===== config.mk =====
export PLATFORM = sky130hd
export DESIGN_NAME = alu_sequencer
export DESIGN_NICKNAME = d
export VERILOG_FILES = /design/src/rtl/alu_sequencer.sv
export SDC_FILE = /design/constraint.sdc
export NUM_CORES = 1
export LEC_CHECK = 0
export CAP_MARGIN = 20
export CORE_MARGIN = 3
export CORE_UTILIZATION = 53
export DETAILED_ROUTE_END_ITERATION = 8
export PLACE_DENSITY_LB_ADDON = 0.25
export SKIP_CTS_REPAIR_TIMING = 1
export SLEW_MARGIN = 25
export SYNTH_ARGS = -nofsm -noshare
export SYNTH_HDL_FRONTEND = slang
export SYNTH_SLANG_ARGS = --single-unit

===== constraint.sdc =====
create_clock -name clk -period 2.3 [get_ports clk]
set_clock_uncertainty 0.05 [all_clocks]
set_input_delay 0.345 -clock clk [delete_from_list [all_inputs] [get_ports clk]]
set_output_delay 0.345 -clock clk [all_outputs]
set_load 0.01 [all_outputs]

===== src/rtl/alu_sequencer.sv =====
// Instruction sequencer for the 8-bit ALU: decodes 16-bit instructions, stages
// operands from a 4x8 register file onto the ALU port and writes results back.
module alu_sequencer #(
  parameter int          ALU_LAT   = 1,
  parameter logic [3:0]  RESET_NOP = 4'b0110
) (
  input  logic        clk,
  input  logic        rst,
  input  logic        instr_valid,
  output logic        instr_ready,
  input  logic [15:0] instr,
  output logic [7:0]  alu_a,
  output logic [7:0]  alu_b,
  output logic [3:0]  alu_op,
  input  logic [7:0]  alu_result,
  input  logic        alu_carry,
  output logic        done,
  output logic        illegal,
  output logic        carry_flag,
  input  logic [1:0]  dbg_sel,
  output logic [7:0]  dbg_data
);

  localparam int CW = (ALU_LAT < 2) ? 1 : $clog2(ALU_LAT + 1);

  typedef enum logic [1:0] {IDLE, DECODE, EXEC, WB} state_t;

  state_t        state_reg, state_next;
  logic [15:0]   instr_reg;
  logic [7:0]    rf_reg [4];
  logic [7:0]    res_reg;
  logic          carry_cap_reg;
  logic [CW-1:0] cnt_reg;

  logic [3:0] op;
  logic [1:0] rd, rs1, rs2;
  logic [7:0] imm;
  logic       op_undef, op_nop, op_ldi, op_addsub;
  logic       wr_en;
  logic [7:0] wr_data;

  assign op  = instr_reg[15:12];
  assign rd  = instr_reg[11:10];
  assign rs1 = instr_reg[9:8];
  assign rs2 = instr_reg[7:6];
  assign imm = instr_reg[7:0];

  always_comb begin
    op_undef  = 1'b0;
    op_nop    = 1'b0;
    op_ldi    = 1'b0;
    op_addsub = 1'b0;
    case (op)
      4'b0101, 4'b1011, 4'b1101, 4'b1111: op_undef = 1'b1;
      4'b0110:                            op_nop   = 1'b1;
      4'b0011:                            op_ldi   = 1'b1;
      4'b0000, 4'b0001:                   op_addsub = 1'b1;
      default: ;
    endcase
  end

  always_comb begin
    state_next = state_reg;
    case (state_reg)
      IDLE:    if (instr_valid) state_next = DECODE;
      DECODE: begin
        if (op_undef)               state_next = IDLE;
        else if (op_nop || op_ldi)  state_next = WB;
        else                        state_next = EXEC;
      end
      EXEC:    if (cnt_reg == '0) state_next = WB;
      WB:      state_next = IDLE;
      default: state_next = IDLE;
    endcase
  end

  always_ff @(posedge clk) begin
    if (rst) state_reg <= IDLE;
    else     state_reg <= state_next;
  end

  assign instr_ready = (state_reg == IDLE);
  assign done        = (state_reg == WB);

  // EXEC spans ALU_LAT+1 cycles: operands sit on the port ALU_LAT cycles, and
  // the result is sampled on the final cycle from an already-settled ALU output.
  always_ff @(posedge clk) begin
    if (rst) begin
      instr_reg     <= '0;
      alu_a         <= '0;
      alu_b         <= '0;
      alu_op        <= RESET_NOP;
      res_reg       <= '0;
      carry_cap_reg <= 1'b0;
      cnt_reg       <= '0;
      illegal       <= 1'b0;
      carry_flag    <= 1'b0;
    end else begin
      illegal <= 1'b0;
      case (state_reg)
        IDLE: if (instr_valid) instr_reg <= instr;
        DECODE: begin
          illegal <= op_undef;
          if (!op_undef && !op_nop && !op_ldi) begin
            alu_a   <= rf_reg[rs1];
            alu_b   <= rf_reg[rs2];
            alu_op  <= op;
            cnt_reg <= CW'(ALU_LAT);
          end
        end
        EXEC: begin
          if (cnt_reg == '0) begin
            res_reg       <= alu_result;
            carry_cap_reg <= alu_carry;
          end else begin
            cnt_reg <= cnt_reg - CW'(1);
          end
        end
        WB: begin
          if (op_addsub) carry_flag <= carry_cap_reg;
          alu_op <= RESET_NOP;
          alu_a  <= '0;
          alu_b  <= '0;
        end
        default: ;
      endcase
    end
  end

  assign wr_en   = (state_reg == WB) && !op_nop;
  assign wr_data = op_ldi ? imm : res_reg;

  genvar gi;
  generate
    for (gi = 0; gi < 4; gi++) begin : g_rf
      always_ff @(posedge clk) begin
        if (rst)                             rf_reg[gi] <= '0;
        else if (wr_en && rd == 2'(gi))      rf_reg[gi] <= wr_data;
      end
    end
  endgenerate

  assign dbg_data = rf_reg[dbg_sel];

endmodule


* Word-level counts from Yosys, hierarchy flattened *
Memory sizes are Yosys's and may differ from the RTL's. A register that Yosys moved wholly into a read port is not among the register bits.
Cells that the tools add are included.

word-level totals
  input port bits = 30
  logic and storage cells = 100
  flip-flop bits (word level) = 50
  memories kept = 1
  memory bits (writable) = 32
  output and inout port bits = 32

cells by class
  equality and inequality tests = 16
  reduce and logical (&&, ||, !) cells = 25
  bitwise gates (word level) = 6
  add/subtract/negate cells = 1
  multiplexer cells = 41

memory list
  memory  depth  bits a word  rd ports  clocked after Yosys merged registers in  write ports  line  source
  rf_reg  4      8            3         2                                        4            30    logic [7:0] rf_reg [4];

operator list
  cell                                                              number
  8-bit 2-to-1 mux                                                  7
  8-bit one-hot mux with 2 select lines                             2
  1-bit 2-to-1 mux                                                  21
  2-bit 2-to-1 mux                                                  7
  4-bit == test (second input constant)                             3
  2-bit AND reduction                                               6
  2-bit == test (second input constant)                             4
  4-bit by 3-bit == test with 1-bit output (second input constant)  2
  2-bit one-hot mux with 4 select lines                             1
  4-bit one-hot mux with 2 select lines                             1
  1-bit logical AND                                                 7
  2-bit inequality test (second input constant)                     3
  2-bit by 1-bit == test with 1-bit output (second input constant)  2
  4-bit by 1-bit == test with 1-bit output (second input constant)  1
  4-bit by 2-bit == test with 1-bit output (second input constant)  1
  2-bit zero test                                                   2
  4-bit zero test                                                   1
  4-bit 2-to-1 mux                                                  1
  1-bit bitwise OR                                                  4
  2-bit nonzero test                                                2
  2-bit OR reduction                                                2
  4-bit OR reduction                                                1
  1-bit zero test                                                   3
  1-bit inverter                                                    2
  other kinds (3)                                                   3

* Depth between registers and ports, before layout *
Gate-level depths: netlist of run 1.

  depth in word-level cells = 9
  gate-level depth with buffers = 6
  mapped depth without buffers = 4

* Worst setup path before layout of run 1 *
OpenSTA, ideal clock, no wires.

  kind = reg2reg
  from = reg instr_reg[12]
  to = mem rf_reg[0][7] (data pin)
  setup time = 0.264 ns
  data arrival time = 1.324 ns
  buffers on the path = 2
  required time = 1.986 ns
  slack = 0.662 ns
  cell stages (with the launch flop) = 6
  period minus slack after synthesis = 1.638 ns
  cells stage by stage = dfxtp_1 > buf_2 > nor4bb_1 > buf_2 > mux2i_1 > nor2_1

RTL lines
  item                    line  source
  from (decl)             29    logic [15:0] instr_reg;
  from (signal assigned)  101   IDLE: if (instr_valid) instr_reg <= instr;
  to (decl)               30

* Worst setup path after layout of run 1 *
  from = in dbg_sel[0]
  to = out dbg_data[6]

on the way
  word-level cells in the longest chain between the ends = 1

RTL lines
  item              line  source
  from (decl)       20    input logic [1:0] dbg_sel,
  memory 4 x 8 bit  --
  to (decl)         21    output logic [7:0] dbg_data

No other way between the ends.

==> summary.txt, run 1 <==
CTS
  – Bufs on Longest Clock Path: 2
  – CTS tree: built
  – Clk slew on worst S/H paths: 80 ps
  – CTS Sinks: 86
  – Root buffer cell: clkbuf_8
  – H-tree depth: 3
  – Inserted Clock Buffers: 9
  – Worst-skew pair later-pin latency: about 350 ps

STA
  – Fin crit share: 0.914
  – Fin. Hold Viols: 0
  – Slew Viols, Final: 0
  – Peak Freq: between 400 and 500 MHz
  – RSZ-0062 raised after global routing: false
  – Min Tclk post-route: about 2100 ps
  – Final setup violation count: 0
  – Slew HR: 0.585
  – Worst-Margin Slew: around 620 ps

Layout
  – Design area: roughly 4800 sq um
  – Layout cell share with drive strength beyond 1: 0.132
  – Area grow syn2layout: 22.8%
  – ANT cells: 0
  – Leading cell type in the layout, fill and taps excluded: dfxtp_1
  – Fin nets: about 440
  – Commonest non-fill, non-tap cells in the layout: dfxtp_1 (54), clkdlybuf4s50_1 (53), nor2_1 (49), nand2_1 (41), a21oi_1 (36)
  – Post-Route Utilization: 0.686
  – Largest register FFs: 32

Floorplan
  – Die area: 8390 sq um
  – Core box area: ~6900 sq um
  – Die height: 91.6 microns
  – Initial core utilization: 0.559
  – Die width: roughly 92 microns
  – Row cnt: 30
  – # IOs: 62

Critical path
  – CP startpoint kind: primary input
  – Slowest CP cell: mux4_2
  – Worst path cell trace: clkdlybuf4s50_1 > buf_12 > mux4_2 > dlymetal6s2s_1
  – WP data arrival: 1710 ps
  – Critical Path Fanout Max: 8
  – Critical Path Sink Type: output port
  – Crit Path Class: primary input to output port
  – CP required: around 1900 ps
  – Critical path's largest stage delay: between 500 and 600 ps

Synth
  – Warnings from Yosys: 0
  – #FFs+latches synth: 86
  – Synth cell types: 36
  – Post-synth EDFFs: 32
  – Ys flop type: dfxtp_1
  – Post-synth ARST share: 0
  – Avg Inst Size Synth: 11.1 sq um
  – Largest family of logic cells by synthesized area: multiplexers
  – Syn nets: 380
  – Post-synthesis simple-gate area fraction: 0.140
  – Register area share after synthesis: 0.526
  – Post-Synth Adder-Cell Area: 0
  – Cell Area, Synth: around 3900 sq um
  – Syn Inst Count: between 300 and 400
  – Post-Synth XOR/XNOR Area: 0.00226
  – Post-synthesis mux area share: 0.191
  – Compound-cell area share of the yosys netlist: 0.104

Outcome
  – Outcome: completed

GRT
  – First-pass GRT wire length: between 10 and 15 mm
  – Number of global-route vias before repair: between 2000 and 3000
  – GRT Residual Overflow: 0
  – All-Layer GR Usage: 0.204
  – Initial antenna violation count: 0
  – Largest net degree at the start of global routing: 44

Pwr
  – Comb pwr share: 0.143
  – Sequential power share: 0.562
  – Switch share: 0.260
  – Leakage Power: about 1.7 nW
  – Switch Pwr: between 0.7 and 0.8 mW
  – Clock Power Share: 0.295
  – VDD IR max: ~0.00034 V
  – Pwr Density: 645 nW/um^2
  – Int Pwr: roughly 2.3 mW

Route
  – Total number of vias: between 2000 and 3000
  – Vias per inst: between 5 and 6
  – DRC viols: 0
  – Wire length per cell: 16.1 microns
  – Initial DRC count: ~140
  – Routed wire length: just over 8 mm
  – Drt pass-1 iters: 4
  – Routed Antenna Nets: 0

Place
  – Gpl congestion: 0.819
  – Placed Instance Area: between 4000 and 5000 sq um
  – # port buffers: 61
  – Post-DP HPWL: slightly above 6 mm

Job
  – Max_cap viols: 0

Worst hold path
  – Worst min path class: flip-flop to flip-flop
critical path: cells and delay by family:
| kind | cells | cell delay, ps |
|---|---|---|
| buf+inv | 3 | 840 |
| mux | 1 | 520 |
power groups by stage:
| stage | sequential (mW) | clock (mW) | combinational (mW) |
|---|---|---|---|
| after floorplan | 1.73 | 0 | 0.287 |
| after global placement | 1.76 | 0 | 0.433 |
| after detailed placement | 1.76 | 0 | 0.444 |
| after CTS | 1.73 | 0.926 | 0.445 |
| after global routing | 1.74 | 0.988 | 0.479 |
| final | 1.73 | 0.906 | 0.439 |
final cells by class:
cell class	instances	area [sq um]
clock buffers	9	124
clock inverters	7	41.3
fillers	552	2180
inverters	4	15.0
multi-input cells	234	1700
flip-flops and latches	86	2040
well taps	96	120
repair buffers	70	723
synthesized netlist by cell type, drive strengths merged, types with 2 or more instances:
cell type,number,area (sq um)
dfxtp,54,1080
nor2,50,195
nand2,41,154
a21oi,36,180
edfxtp,32,961
mux4,24,541
mux2i,19,190
buf,18,97.6
nand3,18,90.1
o211ai,11,82.6
o21ai,11,55.1
clkbuf,8,31.3
a21o,4,30.0
inv,4,15.0
nand2b,2,12.5
nor2b,2,12.5
nor3b,2,20.0
o21a,2,15.0
through the flow:
stage / hold WS [ps] / setup TNS [ps] / total power, mW / cells / setup WS [ps]
after floorplan: 386 / 0 / 2.02 / 350 / 662
after global placement: 392 / -680 / 2.19 / 490 / -108
after detailed placement: 396 / -773 / 2.21 / 490 / -108
after CTS: 408 / -778 / 3.10 / 506 / -110
after global routing: 429 / 0 / 3.21 / 506 / 164
final: 407 / 0 / 3.07 / 506 / 198
path summary, 6_finish.rpt:
kind                                     from            to  slack, ps  cells after the start
worst max-delay path               dbg_sel[0]   dbg_data[6]        200                      4
worst min-delay path             instr_reg[0]  instr_reg[0]        410                      2
worst max register to register  instr_reg[14]      alu_a[4]        430                      4
worst min register to register   instr_reg[0]  instr_reg[0]        410                      2
routing by layer:
layer / vias to the layer above / track usage / part of all wire
met2: 108 / 0.338 / 0.49
met5: - / 0 / 0
met4: 0 / 0.0867 / 0.015
met1: 1325 / 0.263 / 0.43
met3: 13 / 0.0348 / 0.063
li1: 1380 / - / -
kinds of logic after synthesis:
logic type      after synthesis
buf+inv                      30
xor+xnor                      1
mux                          44
simple gates                121
flops                        86
compound gates               68
No activity file was read; power rests on OpenSTA's default activity.
==> run 2: changes to the inputs <==
==> constraint.sdc (replaced) <==
create_clock -name clk -period 2.3 [get_ports clk]
set_clock_uncertainty 0.05 [all_clocks]
set_input_delay 0.345 -clock clk [delete_from_list [all_inputs] [get_ports clk]]
set_output_delay 0.345 -clock clk [all_outputs]
set_load 0.005 [all_outputs]
==> summary.txt, run 2 (synthesis results as in run 1) <==
Outcome
  – Outcome: completed (unchanged)

STA
  – Final worst setup slack: 126 ps (was 198 ps)
  – RSZ-0062 raised after global routing: false (unchanged)
  – Final setup violation count: 0 (unchanged)
  – Fin crit share: 0.945 (was 0.914)
  – Fin. Hold Viols: 0 (unchanged)
  – Hold Worst Slack: 408 ps (was 407 ps)
  – Worst-Margin Slew: 608 ps (was 619 ps)
  – Peak Freq: 460 MHz (was 476 MHz)
  – Slew HR: 0.594 (was 0.585)
  – Slew Viols, Final: 0 (unchanged)
  – Min Tclk post-route: 2170 ps (was 2100 ps)

GRT
  – First-pass GRT wire length: 13.0 mm (was 13.4 mm)
  – Number of global-route vias before repair: 2655 (was 2745)
  – All-Layer GR Usage: 0.197 (was 0.204)
  – Largest net degree at the start of global routing: 44 (unchanged)
  – Initial antenna violation count: 0 (unchanged)
  – GRT Residual Overflow: 0 (unchanged)

CTS
  – Root buffer cell: clkbuf_8 (unchanged)
  – CTS Sinks: 86 (unchanged)
  – Worst-skew pair later-pin latency: 360 ps (was 350 ps)
  – Inserted Clock Buffers: 9 (unchanged)
  – H-tree depth: 3 (unchanged)
  – Bufs on Longest Clock Path: 2 (unchanged)
  – Clk slew on worst S/H paths: 80 ps (about the same)
  – CTS tree: built (unchanged)

Route
  – Drt pass-1 iters: 4 (unchanged)
  – Routed wire length: 8.03 mm (was 8.13 mm)
  – Initial DRC count: 171 (was 142)
  – Vias per inst: 5.54 (was 5.58)
  – DRC viols: 0 (unchanged)
  – Total number of vias: 2813 (was 2826)
  – Wire length per cell: 15.8 microns (was 16.1 microns)
  – Routed Antenna Nets: 0 (unchanged)

Floorplan
  – Initial core utilization: 0.559 (unchanged)
  – Core box area: 6940 sq um (unchanged)
  – Die width: 91.6 microns (unchanged)
  – Row cnt: 30 (unchanged)
  – # IOs: 62 (unchanged)
  – Die height: 91.6 microns (unchanged)
  – Die area: 8390 sq um (unchanged)

Layout
  – Commonest non-fill, non-tap cells in the layout: dfxtp_1 (54), clkdlybuf4s50_1 (53), nor2_1 (49), nand2_1 (41), a21oi_1 (36) (unchanged)
  – Register area: 2040 sq um (unchanged)
  – Leading cell type in the layout, fill and taps excluded: dfxtp_1 (unchanged)
  – Fill count: 523 (was 552)
  – Fin nets: 437 (was 435)
  – ANT cells: 0 (unchanged)
  – Largest register FFs: 32 (unchanged)
  – Area of the multi-input gates: 1700 sq um (unchanged)
  – Non-filler cells, final: 508 (was 506)
  – Area grow syn2layout: 24.1% (was 22.8%)
  – Layout cell share with drive strength beyond 1: 0.141 (was 0.132)

Place
  – Post-DP HPWL: 5.85 mm (was 6.21 mm)
  – # port buffers: 61 (unchanged)
  – Dpl ws: -90.3 ps (was -108 ps)
  – Gpl congestion: 0.810 (was 0.819)
  – Placed Cells incl. Taps: 489 (was 490)

Pwr
  – Leakage Power: 1.70 nW (was 1.66 nW)
  – Int Pwr: 2.41 mW (was 2.27 mW)
  – Pwr Density: 664 nW/um^2 (was 645 nW/um^2)
  – Clock Power Share: 0.327 (was 0.295)
  – VDD IR max: 0.000444 V (was 0.000345 V)
  – Switch Pwr: 0.788 mW (was 0.800 mW)
  – Sequential power share: 0.540 (was 0.562)
  – Switch share: 0.246 (was 0.260)
  – Comb pwr share: 0.133 (was 0.143)

Critical path
  – Crit Path Class: primary input to output port (unchanged)
  – Critical Path Fanout Max: 8 (unchanged)
  – CP startpoint kind: primary input (unchanged)
  – Critical Path Sink Type: output port (unchanged)
  – CP required: 1900 ps (about the same)
  – WP data arrival: 1780 ps (was 1710 ps)

Worst hold path
  – Worst min path class: flip-flop to flip-flop (unchanged)

Job
  – Max_cap viols: 0 (unchanged)
run 2: cell count changes in the layout (fill, tap and decap cells not counted):
cell        delta
buf_4          +2
inv_4          +3
clkinvlp_4     -2
clkbuf_16      +1
clkbuf_8       +2
clkinv_4       -1
clkinv_1       -2
clkinv_2       -1
run 2: final cells by class:
type / instances / share of cell area
repair buffers: 72 / 0.153
clock inverters: 4 / 0.00494
flip-flops and latches: 86 / 0.424
multi-input cells: 234 / 0.353
clock buffers: 12 / 0.0366
inverters: 4 / 0.00312
well taps: 96 / 0.0249
run 2: power groups by stage:
stage / Combinational [mW] / Clock [mW] / Sequential [mW]
detailed placement: 0.426 / 0 / 1.76
CTS: 0.427 / 1.06 / 1.73
global placement: 0.417 / 0 / 1.76
global route: 0.464 / 1.13 / 1.74
floorplan: 0.281 / 0 / 1.72
finish: 0.424 / 1.05 / 1.73
run 2: critical path, cell delays in order:
cell             delay [ps]
clkdlybuf4s50_1         500
buf_12                  140
buf_4                   110
mux4_2                  500
dlymetal6s2s_1          170
run 2: through the flow:
stage                     utilization  setup TNS [ps]  power, mW  cell area (sq um)
after global placement          0.659            -422       2.18               4570
final                           0.694               0       3.20               4820
after floorplan                     -               0       2.00               3880
after CTS                       0.688            -581       3.22               4770
after global routing            0.694               0       3.33               4820
after detailed placement        0.659            -573       2.19               4570
run 2: final timing paths:
kind / cells after the start / slack (ps) / from / end
worst max-delay path: 5 / 130 / dbg_sel[0] / dbg_data[6]
worst min-delay path: 2 / 410 / instr_reg[0] / instr_reg[0]
worst max register to register: 4 / 410 / instr_reg[14] / rf_reg[0][7]
worst min register to register: 2 / 410 / instr_reg[0] / instr_reg[0]
run 2: layer usage:
| layer | vias to the layer above | GRT usage | share of wire |
|---|---|---|---|
| met5 | - | 0 | 0 |
| li1 | 1389 | - | - |
| met3 | 13 | 0.0389 | 0.064 |
| met1 | 1309 | 0.266 | 0.44 |
| met2 | 102 | 0.309 | 0.48 |
| met4 | 0 | 0.0842 | 0.017 |
==> run 3: changes to the inputs <==
--- a/config.mk
+++ b/config.mk
@@ -8,6 +8,7 @@
 export CAP_MARGIN = 20
 export CORE_MARGIN = 3
 export CORE_UTILIZATION = 53
+export CTS_BUF_LIST = sky130_fd_sc_hd__clkbuf_16
 export DETAILED_ROUTE_END_ITERATION = 8
 export PLACE_DENSITY_LB_ADDON = 0.25
 export SKIP_CTS_REPAIR_TIMING = 1
==> summary.txt, run 3 (synthesis results as in run 1) <==
Outcome
  – Outcome: completed (unchanged)

Critical path
  – WP data arrival: 1770 ps (was 1780 ps)
  – Crit Path Class: primary input to output port (unchanged)
  – Buf/Inv on CP: 3 (was 4)
  – Slowest CP cell: clkdlybuf4s50_1 (unchanged)
  – Worst path cell trace: clkdlybuf4s50_1 > buf_4 > mux4_2 > clkdlybuf4s50_1 (was clkdlybuf4s50_1 > buf_12 > buf_4 > mux4_2 > dlymetal6s2s_1)
  – Crit path max-delay family: buffers and inverters (unchanged)
  – CP required: 1900 ps (about the same)
  – Critical path's largest stage delay: 480 ps (was 500 ps)
  – Critical Path Fanout Max: 8 (unchanged)
  – CP startpoint kind: primary input (unchanged)
  – Top cell by count, worst path: clkdlybuf4s50_1
  – Critical Path Sink Type: output port (unchanged)

STA
  – Peak Freq: 461 MHz (was 460 MHz)
  – Min Tclk post-route: 2170 ps (about the same)
  – Hold Worst Slack: 405 ps (was 408 ps)
  – Worst-Margin Slew: 619 ps (was 608 ps)
  – Final setup violation count: 0 (unchanged)
  – Setup TNS: 0 ps (unchanged)
  – Slew HR: 0.587 (was 0.594)
  – Fin crit share: 0.943 (was 0.945)
  – Slew Viols, Final: 0 (unchanged)
  – Final worst setup slack: 132 ps (was 126 ps)
  – Fin. Hold Viols: 0 (unchanged)
  – RSZ-0062 raised after global routing: false (unchanged)

CTS
  – Bufs on Longest Clock Path: 2 (unchanged)
  – CTS tree: built (unchanged)
  – Root buffer cell: clkbuf_16 (was clkbuf_8)
  – H-tree depth: 3 (unchanged)
  – Clk slew on worst S/H paths: 60 ps (was 80 ps)
  – CTS Sinks: 86 (unchanged)
  – Inserted Clock Buffers: 9 (unchanged)
  – Worst-skew pair later-pin latency: 330 ps (was 360 ps)

Floorplan
  – Initial core utilization: 0.559 (unchanged)
  – Die height: 91.6 microns (unchanged)
  – # IOs: 62 (unchanged)
  – Core box area: 6940 sq um (unchanged)
  – Row cnt: 30 (unchanged)
  – Die area: 8390 sq um (unchanged)
  – Die width: 91.6 microns (unchanged)

Route
  – Routed Antenna Nets: 0 (unchanged)
  – Total number of vias: 2861 (was 2813)
  – Wire length per cell: 16.4 microns (was 15.8 microns)
  – Drt pass-1 iters: 5 (was 4)
  – Vias per inst: 5.63 (was 5.54)
  – Routed wire length: 8.32 mm (was 8.03 mm)
  – DRC viols: 0 (unchanged)
  – Initial DRC count: 134 (was 171)

Layout
  – Commonest non-fill, non-tap cells in the layout: dfxtp_1 (54), clkdlybuf4s50_1 (54), nor2_1 (49), nand2_1 (41), a21oi_1 (36) (was dfxtp_1 (54), clkdlybuf4s50_1 (53), nor2_1 (49), nand2_1 (41), a21oi_1 (36))
  – Fin nets: 437 (unchanged)
  – Fill count: 515 (was 523)
  – Design area: 4900 sq um (was 4820 sq um)
  – Layout cell share with drive strength beyond 1: 0.136 (was 0.141)
  – Largest register FFs: 32 (unchanged)
  – ANT cells: 0 (unchanged)
  – Area grow syn2layout: 26.1% (was 24.1%)

GRT
  – First-pass GRT wire length: 13.2 mm (was 13.0 mm)
  – Initial antenna violation count: 0 (unchanged)
  – All-Layer GR Usage: 0.202 (was 0.197)
  – GRT Residual Overflow: 0 (unchanged)
  – Number of global-route vias before repair: 2659 (was 2655)
  – Largest net degree at the start of global routing: 44 (unchanged)

Place
  – Dpl ws: -90.3 ps (unchanged)
  – Placed Instance Area: 4570 sq um (unchanged)
  – Post-DP HPWL: 5.85 mm (unchanged)
  – Gpl congestion: 0.810 (unchanged)
  – # port buffers: 61 (unchanged)

Pwr
  – Pwr Total: 3.52 mW (was 3.20 mW)
  – VDD IR max: 0.000491 V (was 0.000444 V)
  – Leakage Power: 1.72 nW (was 1.70 nW)
  – Pwr Density: 718 nW/um^2 (was 664 nW/um^2)

Worst hold path
  – Worst min path class: flip-flop to flip-flop (unchanged)

Job
  – Max_cap viols: 0 (unchanged)
## run 3: changes by cell type in the layout (fill, tap and decap cells not counted), sizes merged
cell	delta
clkbuf	-2
clkinv	+2
dlymetal6s2s	-1
clkdlybuf4s50	+1
## run 3: where the power goes
part | switching (mW) | internal, mW
logic | 0.188 | 0.241
clock network | 0.565 | 0.789
registers | 0.0775 | 1.66
total | 0.831 | 2.69
## run 3: area by class of cell
type                    instances  area [sq um]  area share
well taps                      96           120      0.0245
flip-flops and latches         86          2040       0.417
inverters                       4          15.0     0.00307
multi-input cells             234          1700       0.348
repair buffers                 72           736       0.150
clock inverters                 6          31.3     0.00639
clock buffers                  10           250      0.0511
## run 3: worst min-delay path, delay by kind of cell (launching register included)
| family | cells | cell delay [ps] |
|---|---|---|
| AOI/OAI and AO/OA | 1 | 50 |
| DFF | 1 | 300 |
| and+or+nand+nor | 1 | 50 |
## run 3: routing by layer
layer  routed length, microns  global-route usage  vias to the layer above
li1                         -                   -                     1389
met1                     3560               0.266                     1362
met2                     4080               0.323                       99
met3                      505              0.0331                       11
met4                      166              0.0980                        0
met5                        0                   0                        -
## run 3: metrics by stage
stage,util,instances
5_1_grt,0.705,508
3_5_place_dp,0.659,489
6_report,0.705,508
3_3_place_gp,0.659,489
2_1_floorplan,-,350
4_1_cts,0.699,505
## run 3: worst paths after layout
path / start / to / slack (ps) / depth (start not counted)
setup / recovery: dbg_sel[1] / dbg_data[4] / 130 / 4
hold / removal: instr_reg[0] / instr_reg[0] / 400 / 2
setup reg to reg: instr_reg[13] / rf_reg[2][7] / 440 / 4
hold reg to reg: instr_reg[0] / instr_reg[0] / 400 / 2
